### config.mk
export PLATFORM = sky130hd
export DESIGN_NAME = debounce_switch_bank
export DESIGN_NICKNAME = d
export VERILOG_FILES = /design/src/rtl/debounce_switch_bank.sv
export SDC_FILE = /design/constraint.sdc
export NUM_CORES = 1
export LEC_CHECK = 0
export BUFFER_PORTS_ARGS = -buffer_cell sky130_fd_sc_hd__buf_2
export CORE_ASPECT_RATIO = 0.9
export CORE_MARGIN = 2
export CORE_UTILIZATION = 55
export DETAILED_ROUTE_END_ITERATION = 7
export PLACE_DENSITY = 0.82
export SYNTH_ARGS = -nofsm -noshare
export SYNTH_HDL_FRONTEND = slang
export SYNTH_SLANG_ARGS = --single-unit
export TNS_END_PERCENT = 20
### constraint.sdc
create_clock -name i_Clk -period 2.5 [get_ports i_Clk]
set_input_delay 0.25 -clock i_Clk [delete_from_list [all_inputs] [get_ports i_Clk]]
set_output_delay 0.25 -clock i_Clk [all_outputs]
set_load 0.05 [all_outputs]
### src/rtl/debounce_switch_bank.sv
// Multi-channel switch debouncer: 2-flop sync, per-channel stability counter, rise/fall pulses.
// Optional long-press detector compiled in with DEBOUNCE_SWITCH_BANK_LONG_EN.
module debounce_switch_bank #(
    parameter int NUM_CH         = 4,
    parameter int DEBOUNCE_LIMIT = 250000,
    parameter int CNT_W          = 18,
    parameter int LONG_TICKS     = 100,
    parameter int LONG_W         = 8
) (
    input  logic              i_Clk,
    input  logic              i_Rst,
    input  logic [NUM_CH-1:0] i_Switch,
    output logic [NUM_CH-1:0] o_Switch,
    output logic [NUM_CH-1:0] o_Rise,
    output logic [NUM_CH-1:0] o_Fall,
    output logic [NUM_CH-1:0] o_Long
);

    localparam logic [CNT_W-1:0] LP_CNT_LAST = CNT_W'(DEBOUNCE_LIMIT - 1);
    localparam logic [CNT_W-1:0] LP_CNT_ONE  = {{(CNT_W-1){1'b0}}, 1'b1};

    if ((NUM_CH < 1) || (DEBOUNCE_LIMIT < 2) || ((2 ** CNT_W) <= DEBOUNCE_LIMIT) ||
        (LONG_TICKS < 1) || (LONG_TICKS > ((2 ** LONG_W) - 1))) begin : g_param_err
        $error("debounce_switch_bank: illegal parameter combination");
    end

    logic [NUM_CH-1:0] r_Sync1;
    logic [NUM_CH-1:0] r_Sync2;
    logic [NUM_CH-1:0] r_State;
    logic [NUM_CH-1:0] r_Rise;
    logic [NUM_CH-1:0] r_Fall;
    logic [CNT_W-1:0]  r_Cnt [NUM_CH];
    logic [NUM_CH-1:0] w_Diff;
    logic [NUM_CH-1:0] w_Accept;

    // Two-flop synchroniser for the asynchronous switch pins
    always_ff @(posedge i_Clk or posedge i_Rst) begin
        if (i_Rst) begin
            r_Sync1 <= {NUM_CH{1'b0}};
            r_Sync2 <= {NUM_CH{1'b0}};
        end else begin
            r_Sync1 <= i_Switch;
            r_Sync2 <= r_Sync1;
        end
    end

    // Acceptance: synchronised level has differed for DEBOUNCE_LIMIT consecutive clocks
    always_comb begin
        w_Diff   = r_Sync2 ^ r_State;
        w_Accept = {NUM_CH{1'b0}};
        for (int i = 0; i < NUM_CH; i++) begin
            w_Accept[i] = w_Diff[i] && (r_Cnt[i] == LP_CNT_LAST);
        end
    end

    // Stability counters, debounced state and edge pulses
    always_ff @(posedge i_Clk or posedge i_Rst) begin
        if (i_Rst) begin
            for (int i = 0; i < NUM_CH; i++) begin
                r_Cnt[i] <= {CNT_W{1'b0}};
            end
            r_State <= {NUM_CH{1'b0}};
            r_Rise  <= {NUM_CH{1'b0}};
            r_Fall  <= {NUM_CH{1'b0}};
        end else begin
            for (int i = 0; i < NUM_CH; i++) begin
                if (w_Accept[i]) begin
                    r_Cnt[i] <= {CNT_W{1'b0}};
                end else if (w_Diff[i]) begin
                    r_Cnt[i] <= r_Cnt[i] + LP_CNT_ONE;
                end else begin
                    r_Cnt[i] <= {CNT_W{1'b0}};
                end
            end
            r_State <= r_State ^ w_Accept;
            r_Rise  <= w_Accept & r_Sync2;
            r_Fall  <= w_Accept & ~r_Sync2;
        end
    end

    assign o_Switch = r_State;
    assign o_Rise   = r_Rise;
    assign o_Fall   = r_Fall;

`ifdef DEBOUNCE_SWITCH_BANK_LONG_EN
    localparam logic [LONG_W-1:0] LP_HOLD_MAX = LONG_W'(LONG_TICKS);
    localparam logic [LONG_W-1:0] LP_HOLD_ONE = {{(LONG_W-1){1'b0}}, 1'b1};

    logic [CNT_W-1:0]  r_Pre;
    logic              w_Tick;
    logic [LONG_W-1:0] r_Hold [NUM_CH];
    logic [NUM_CH-1:0] r_Fired;
    logic [NUM_CH-1:0] r_Long;

    assign w_Tick = (r_Pre == LP_CNT_LAST);

    // Shared free-running prescaler, one tick per DEBOUNCE_LIMIT clocks
    always_ff @(posedge i_Clk or posedge i_Rst) begin
        if (i_Rst) begin
            r_Pre <= {CNT_W{1'b0}};
        end else if (w_Tick) begin
            r_Pre <= {CNT_W{1'b0}};
        end else begin
            r_Pre <= r_Pre + LP_CNT_ONE;
        end
    end

    // Per-channel hold counters; r_Fired blocks repeats until the channel is released
    always_ff @(posedge i_Clk or posedge i_Rst) begin
        if (i_Rst) begin
            for (int i = 0; i < NUM_CH; i++) begin
                r_Hold[i] <= {LONG_W{1'b0}};
            end
            r_Fired <= {NUM_CH{1'b0}};
            r_Long  <= {NUM_CH{1'b0}};
        end else begin
            for (int i = 0; i < NUM_CH; i++) begin
                if (!r_State[i]) begin
                    r_Hold[i] <= {LONG_W{1'b0}};
                end else if (w_Tick && (r_Hold[i] != LP_HOLD_MAX)) begin
                    r_Hold[i] <= r_Hold[i] + LP_HOLD_ONE;
                end else begin
                    r_Hold[i] <= r_Hold[i];
                end
                r_Long[i]  <= r_State[i] && (r_Hold[i] == LP_HOLD_MAX) && !r_Fired[i];
                r_Fired[i] <= r_State[i] && (r_Fired[i] || (r_Hold[i] == LP_HOLD_MAX));
            end
        end
    end

    assign o_Long = r_Long;
`else
    assign o_Long = {NUM_CH{1'b0}};
`endif

endmodule

After elaboration in Yosys (flattened, before gate mapping) --
Index checks and enable logic that the tools add are counted.
Storage, ports and cells: bits in registers 92
Operators by class: muxes and demuxes 8, add/subtract/negate cells 4, bitwise logic cells 5, equality and inequality tests 4, reduce and logical (&&, ||, !) cells 4
Operators by type and width (number):
- $mux W18 | 8
- $add A18 B1 Y18 const B | 4
- $eq A18 B18 Y1 const B | 4
- $and A4 B4 Y4 | 2
- $xor A4 B4 Y4 | 2
- $logic_and A1 B1 Y1 | 4
- $not A4 Y4 | 1

Logic depth before layout (Yosys ltp) --
Gate-level depths: netlist of run 1.
word-level depth 3, depth in mapped cells 5, gate-level depth less buffers 5

Worst setup path after synthesis of run 1 --
Ideal clock, no wire load.
kind reg2reg, start point register r_Cnt[13] (netlist name), end point register (tool-made name), stages on the path, launching flop included 5, period minus slack after synthesis 2082 ps, arrival time 1957 ps, data required time 2375 ps, library setup time 125 ps, slack 418 ps, path through dfrtp_1 > or4b_1 > or4_4 > or2_4 > mux2_4
RTL lines:
- start: declaration | RTL line 32 | logic [CNT_W-1:0] r_Cnt [NUM_CH];
- start signal: indexed assignment | RTL line 60 | r_Cnt[i] <= {CNT_W{1'b0}};
- start signal: indexed assignment | RTL line 68 | r_Cnt[i] <= {CNT_W{1'b0}};
- start signal: indexed assignment | RTL line 70 | r_Cnt[i] <= r_Cnt[i] + LP_CNT_ONE;

==> results of run 1 <==
[layout make-up]
class                      instances  area [µm²]
inverter                          14        56.3
timing repair buffer              32         220
clock buffer                      11         141
tap                               96         120
clock inverter                     5        60.1
multi-input combinational        301        1830
sequential                        92        2300
fill                             610        2770
[state kept, by name, summed over array words and instances (netlist names), named ones only]
signal,cells
r_Sync2,4
r_Cnt,72
o_Rise,4
r_Sync1,4
o_Fall,4
[worst paths after layout]
| kind | start | to | cells past startpoint |
|---|---|---|---|
| worst max-delay path | r_Cnt[13]$_DFF_PP0_ | flip-flop | 4 |
| worst min-delay path | i_Switch[3] | r_Sync1[3]$_DFF_PP0_ | 1 |
| worst max register to register | r_Cnt[13]$_DFF_PP0_ | flip-flop | 4 |
| worst min register to register | r_Sync1[1]$_DFF_PP0_ | r_Sync2[1]$_DFF_PP0_ | 0 |
| max in group asynchronous | i_Rst | r_Cnt[35]$_DFF_PP0_ | 4 |
| min in group asynchronous | i_Rst | r_Cnt[51]$_DFF_PP0_ | 3 |
[stage by stage]
stage                     hold slack [ns]  std cells  setup slack [ns]  total power (µW)
after floorplan                     0.281        415             0.418              1640
after global placement              0.334        531             0.388              1670
after detailed placement            0.335        531             0.349              1680
after CTS                         0.00830        551             0.333              2690
after global routing              0.00302        551             0.294              2760
final                              0.0177        551             0.310              2660
[cell usage in the layout, fill, tap and decap left out, types with 2 or more instances in the layout]
cell type | netlist | final
or3_1 | 5 | 5
nor3b_1 | 8 | 8
xor2_1 | 14 | 14
nor4b_1 | 2 | 2
o21ai_0 | 5 | 5
nor2_1 | 76 | 76
nor4_1 | 19 | 19
clkbuf_8 | 0 | 10
nand2_1 | 14 | 14
xnor2_1 | 48 | 48
inv_1 | 14 | 13
a21oi_1 | 5 | 5
buf_2 | 0 | 17
nand3_1 | 27 | 27
ha_1 | 4 | 4
and3_1 | 6 | 6
nand4_1 | 22 | 22
mux2_2 | 3 | 3
conb_1 | 1 | 4
nor3_1 | 19 | 19
buf_4 | 5 | 10
dfrtp_1 | 92 | 92
clkinvlp_4 | 0 | 2
dlygate4sd3_1 | 0 | 4
or4_1 | 5 | 5
[per-layer routing]
metal	vias up	GRT usage [%]	wire length, µm
met1	1541	28.0	3690
met3	13	5.37	299
met2	54	33.3	3750
met4	0	5.12	89
li1	1503	-	-
met5	-	0	0
[where the power goes]
group	switching, µW	leakage [µW]	total, µW	internal [µW]
Sequential	24.9	0.00126	1530	1510
Combinational	78.4	0.000579	118	39.2
Clock	514	0.0000999	1010	494
Total	617	0.00194	2660	2040
[timing repair]
item / CTS / global route
endpoints found under the setup margin: 0 / 0
hold endpoints to repair: 6 / 0
setup buffers: 0 / 0
hold buffers: 4 / 0
[kinds of logic after synthesis]
| group | synth area share (%) |
|---|---|
| other | 0.0887 |
| buffers and inverters | 2.40 |
| DFF | 54.5 |
| AOI/OAI and AO/OA | 2.28 |
| muxes | 1.15 |
| adders and majority gates | 1.18 |
| and+or+nand+nor | 25.6 |
| xor gates and xnor gates | 12.8 |
[critical path: cells and delay by family, from the launching register on]
kind             cells  cell delay (ns)
AND/OR/NAND/NOR      3             1.34
multiplexers         1             0.30
flip-flops           1             0.43
==> metrics.csv, run 1 <==
metric,value,unit
synthTopCellsByArea,"dfrtp_1, xnor2_1, nor2_1, nand4_1, nand3_1",
overflow,0,
antenna_found_initial,0,
gp_congestion,0.876,
grt_pass1_vias,3052,
drive_gt1_share,11.6,%
insertion_delay,0.36,ns
p_per_area,561,nW/µm²
path_cells,"or4b_1, or4_4, or2_4, mux2_4",
htreeDepth,3,
synthFlopType,dfrtp_1,
netlist-cell-type-count,37,
start_kind,flip-flop,
cts_resized,0,
start_util,56.3,%
synthMostInstantiatedCell,dfrtp_1,
fp.dieArea,8400,µm²
leakagePower,0.00194,µW
antenna_cells,0,
worstMarginPinSlew,0.686,ns
final.min_clock_period,2.19,ns
clkTransAtPathRegs,0.09,ns
maxCapViolCount,0,
rows,30,
numCtsBuffers,9,
netlist_top_cells_count,"dfrtp_1, nor2_1, xnor2_1",
status,completed,
min_period_over_period,87.6,%
worstPathMaxFanout,4,
vias_per_cell,5.65,
synth_area,4230,µm²
cts_buffer_depth,2,
portBuffers,17,
die_h,87.2,µm
ys_seq_area_share,54.5,%
fmax,457,MHz
synth-seq-cells,92,
cts_tree,done,
finalWirelength,7.83,mm
track_usage,20.6,%
utilization,63.1,%
slew_violations,0,
critPathArrivalTime,2.43,ns
slowest_stage,or4b_1,
postRouteAntennaNets,0,
async_flop_share,100,%
crit_type,reg -> reg,
avgSynthCellArea,10.3,µm²
yosys.area.top_type_share,54.5,%
fin_tns_setup,0,ns
critPathCaptureType,flip-flop,
cts.sinks,92,
layout.nets,460,
placed_cell_area,4490,µm²
r2r_slack,0.31,ns
hold_viol,0,
hold_path_class,in -> reg,
dr.pass1.iters,4,
drtIter0Drc,161,
synth_warnings,0,
coreArea,7510,µm²
area_growth_syn_to_layout,12.0,%
grt_max_degree,36,
yosysTopAreaCell,dfrtp_1,
cts_root_buf,clkbuf_8,
critPathRequiredTime,2.74,ns
synthCells,412,
fin_area,4730,µm²
grt_first_pass_wirelength,13.7,mm
vias,3111,
slew_headroom,54.2,%
io_pins,22,
ir_drop,308,µV
slowest_delay,0.54,ns
drc_errors,0,
finalSetupViolations,0,
synth_edf_count,0,
dpl.hpwl,5.38,mm
rsz0062_at_grt,no,
die_w,96.4,µm
wl_per_cell,14.2,µm
fin_skew,0.00868,ns
Note: power is estimated with default switching activity, not from simulation.
==> run 2, diff against run 1 <==
--- a/config.mk
+++ b/config.mk
@@ -8,9 +8,9 @@
 export BUFFER_PORTS_ARGS = -buffer_cell sky130_fd_sc_hd__buf_2
 export CORE_ASPECT_RATIO = 0.9
 export CORE_MARGIN = 2
-export CORE_UTILIZATION = 55
+export CORE_UTILIZATION = 45
 export DETAILED_ROUTE_END_ITERATION = 7
-export PLACE_DENSITY = 0.82
+export PLACE_DENSITY = 0.7
 export SYNTH_ARGS = -nofsm -noshare
 export SYNTH_HDL_FRONTEND = slang
 export SYNTH_SLANG_ARGS = --single-unit
==> metrics.csv, run 2 (same netlist as run 1, synthesis figures left out) <==
metric,value,unit
status,completed,
numCtsBuffers,9,
slew_headroom,60.1,%
gp_congestion,0.858,
track_usage,16.6,%
hold_viol,0,
cts_root_buf,clkbuf_8,
p_per_area,570,nW/µm²
io_pins,22,
leakagePower,0.00194,µW
area_growth_syn_to_layout,13.2,%
cts_buffer_depth,2,
vias,2998,
ir_drop,462,µV
reg2reg_depth,4,
path_cells,"or4b_1, or4_4, or2_4, mux2_4",
fp.dieArea,10200,µm²
layout_commonest_cell,dfrtp_1,
fin_skew,0.00589,ns
r2r_slack,0.34,ns
grt_pass1_vias,2988,
min_period_over_period,86.3,%
cts_resized,0,
rsz0062_at_grt,no,
largest_reg_flops,72,
fin_area,4780,µm²
place_inst,556,
whs,0.354,ns
antenna_found_initial,0,
start_kind,flip-flop,
portBuffers,17,
grt_max_degree,48,
mostFrequentLayoutCells,"dfrtp_1, nor2_1, xnor2_1",
critPathRequiredTime,2.75,ns
layoutNonFillerInstCount,576,
slew_violations,0,
dpl.hpwl,5.23,mm
finalSetupViolations,0,
clkTransAtPathRegs,0.09,ns
die_w,106,µm
drive_gt1_share,11.2,%
dr.pass1.iters,4,
drc_errors,0,
slowest_stage,or4b_1,
layout.nets,460,
largest-register,r_Cnt,
finalWirelength,7.57,mm
route.met2.wl,3.56,mm
hold_depth,0,
cts_tree,done,
htreeDepth,3,
fin_tns_setup,0,ns
hold_path_class,reg -> reg,
die_h,95.9,µm
postRouteAntennaNets,0,
top_layer,met4,
placed_cell_area,4520,µm²
critPathArrivalTime,2.41,ns
multi_input_area,1830,µm²
wirelength_met1,3.66,mm
regArea,2300,µm²
antenna_cells,0,
cts.sinks,92,
vias_per_cell,5.20,
maxCapViolCount,0,
wl_per_cell,13.1,µm
start_util,46.3,%
coreArea,9130,µm²
drtIter0Drc,98,
overflow,0,
worstPathMaxFanout,4,
route.met3.wl,242,µm
rows,33,
critPathCaptureType,flip-flop,
insertion_delay,0.36,ns
fmax,464,MHz
worstMarginPinSlew,0.597,ns
nFillCells,834,
crit_type,reg -> reg,
slowest_delay,0.53,ns
grt_first_pass_wirelength,13.5,mm
final.min_clock_period,2.16,ns
## run 2: cell types whose count changed in the layout (fill, tap and decap cells not counted)
cell and change:
buf_4 -1, inv_6 -1, dlygate4sd3_1 +1, clkinvlp_4 -1, bufinv_16 +1
## run 2: path summary, 6_finish.rpt
| kind | from | endpoint |
|---|---|---|
| max in group asynchronous | i_Rst | r_Cnt[40]$_DFF_PP0_ |
| min reg2reg | r_Sync1[2]$_DFF_PP0_ | r_Sync2[2]$_DFF_PP0_ |
| max | r_Cnt[13]$_DFF_PP0_ | flip-flop |
| min | r_Sync1[2]$_DFF_PP0_ | r_Sync2[2]$_DFF_PP0_ |
| min in group asynchronous | i_Rst | o_Fall[2]$_DFF_PP0_ |
| max reg2reg | r_Cnt[13]$_DFF_PP0_ | flip-flop |
## run 2: metrics by stage
| stage | util, % | total power (µW) | worst slack, ns |
|---|---|---|---|
| final | 52.4 | 2730 | 0.343 |
| after global routing | 52.4 | 2850 | 0.321 |
| after CTS | 52.4 | 2770 | 0.345 |
| after detailed placement | 49.5 | 1670 | 0.350 |
| after global placement | 49.5 | 1670 | 0.385 |
| after floorplan | - | 1640 | 0.418 |
## run 2: area by class of cell
type / instances / share of cell area [%]
sequential: 92 / 48.1
multi-input combinational: 301 / 38.3
timing repair buffer: 32 / 4.66
tap: 122 / 3.19
clock buffer: 11 / 2.96
clock inverter: 4 / 1.54
inverter: 14 / 1.18
## run 2: what timing repair did
action | 4_1_cts | 5_1_grt
setup buffers | 0 | 0
hold endpoints to repair | 30 | 0
hold buffers | 5 | 0
endpoints found under the setup margin | 0 | 0
## run 2: layer usage
layer / track usage (%) / up-vias
li1: - / 1498
met1: 21.5 / 1444
met2: 27.6 / 46
met3: 3.99 / 10
met4: 5.81 / 0
met5: 0 / -
## run 2: critical path, delay by kind of cell, from the launching register on
kind          cells  cell delay [ns]
simple gates      3             1.32
mux               1             0.30
flops             1             0.43
## run 2: power by group
| group | switching, µW | internal (µW) |
|---|---|---|
| logic | 76.0 | 38.7 |
| clock network | 494 | 586 |
| registers | 24.0 | 1510 |
| total | 594 | 2130 |
==> run 3, diff against run 2 <==
--- a/config.mk
+++ b/config.mk
@@ -11,6 +11,7 @@
 export CORE_UTILIZATION = 45
 export DETAILED_ROUTE_END_ITERATION = 7
 export PLACE_DENSITY = 0.7
+export SETUP_SLACK_MARGIN = 0.5
 export SYNTH_ARGS = -nofsm -noshare
 export SYNTH_HDL_FRONTEND = slang
 export SYNTH_SLANG_ARGS = --single-unit
==> metrics.csv, run 3 (same netlist as run 1, synthesis figures left out) <==
metric,value,unit
cts.sinks,92,
min_period_over_period,84.8,%
drc_errors,0,
gp_congestion,0.858,
track_usage,16.8,%
r2r_slack,0.38,ns
critPathRequiredTime,2.75,ns
numCtsBuffers,9,
largest_reg_flops,72,
total_power,2730,µW
cts_tree,done,
layout.nets,464,
antenna_found_initial,0,
start_util,46.3,%
mostFrequentLayoutCells,"dfrtp_1, nor2_1, xnor2_1",
rsz0062_at_grt,yes,
critPathCaptureType,flip-flop,
leakagePower,0.00196,µW
critPathArrivalTime,2.37,ns
ir_drop,461,µV
grt_max_degree,48,
io_pins,22,
final.min_clock_period,2.12,ns
p_per_area,567,nW/µm²
grt_pass1_vias,3022,
vias_per_cell,5.23,
postRouteAntennaNets,0,
clkTransAtPathRegs,0.09,ns
fp.dieArea,10200,µm²
insertion_delay,0.36,ns
whs,0.354,ns
status,completed,
crit_type,reg -> reg,
fin_tns_setup,0,ns
slew_violations,0,
rows,33,
cts_root_buf,clkbuf_8,
largest-register,r_Cnt,
finalSetupViolations,0,
maxCapViolCount,0,
cts_buffer_depth,2,
hold_viol,0,
htreeDepth,3,
layout_commonest_cell,dfrtp_1,
fmax,472,MHz
finalWirelength,7.72,mm
dpl.hpwl,5.23,mm
worstMarginPinSlew,0.597,ns
start_kind,flip-flop,
overflow,0,
drtIter0Drc,107,
portBuffers,17,
antenna_cells,0,
worstPathMaxFanout,4,
wl_per_cell,13.3,µm
area_growth_syn_to_layout,13.9,%
coreArea,9130,µm²
die_h,95.9,µm
fin_skew,0.00590,ns
slew_headroom,60.1,%
grt_first_pass_wirelength,13.7,mm
die_w,106,µm
drive_gt1_share,12.2,%
vias,3035,
hold_path_class,reg -> reg,
dr.pass1.iters,4,
==> run 3: cell types whose count changed in the layout (fill, tap and decap cells not counted), sizes merged <==
cell and delta:
buf +4
==> run 3: metal layers <==
layer	vias to the layer above	track usage (%)	part of all wire, %
li1	1508	-	-
met1	1465	21.9	48
met5	-	0	0
met4	0	5.81	1.5
met3	10	3.99	3.5
met2	52	28.0	47
==> run 3: final cells by class <==
cell class	count	area, µm²
clock buffer	11	141
clock inverter	4	73.8
fill	828	4310
inverter	14	56.3
multi-input combinational	301	1830
sequential	92	2300
tap	122	153
timing repair buffer	36	254
==> run 3: path summary, 6_finish.rpt <==
kind,end,startpoint,depth (start not counted)
worst max-delay path,flip-flop,r_Cnt[6]$_DFF_PP0_,4
worst min-delay path,r_Sync2[2]$_DFF_PP0_,r_Sync1[2]$_DFF_PP0_,0
worst max register to register,flip-flop,r_Cnt[6]$_DFF_PP0_,4
worst min register to register,r_Sync2[2]$_DFF_PP0_,r_Sync1[2]$_DFF_PP0_,0
max in group asynchronous,r_Cnt[40]$_DFF_PP0_,i_Rst,4
min in group asynchronous,o_Fall[2]$_DFF_PP0_,i_Rst,3
==> run 3: per-stage QoR <==
step,setup slack (ns),cells,instance area [µm²],util [%]
floorplan,0.418,415,4240,-
global placement,0.385,556,4520,49.5
detailed placement,0.350,556,4520,49.5
CTS,0.411,579,4810,52.7
global route,0.359,580,4820,52.8
finish,0.381,580,4820,52.8
==> run 3: power by group <==
part / internal [µW] / total (µW) / switching (µW)
logic: 39.7 / 117 / 76.9
clock network: 586 / 1080 / 494
registers: 1510 / 1530 / 24.0
total: 2130 / 2730 / 595
==> run 3: critical path: stages, from the launching register on <==
cell	delay, ns
dfrtp_1	0.39
or4b_1	0.53
or4_4	0.53
or2_4	0.26
mux2_4	0.30
==> run 3: what timing repair did <==
action / 4_1_cts / 5_1_grt
pin swaps: 1 / 1
buffers inserted: 3 / 0
hold buffers: 5 / 0
endpoints found under the hold margin: 30 / 0
resized for setup: 0 / 2
setup endpoints to repair: 21 / 22
cloned: 0 / 1
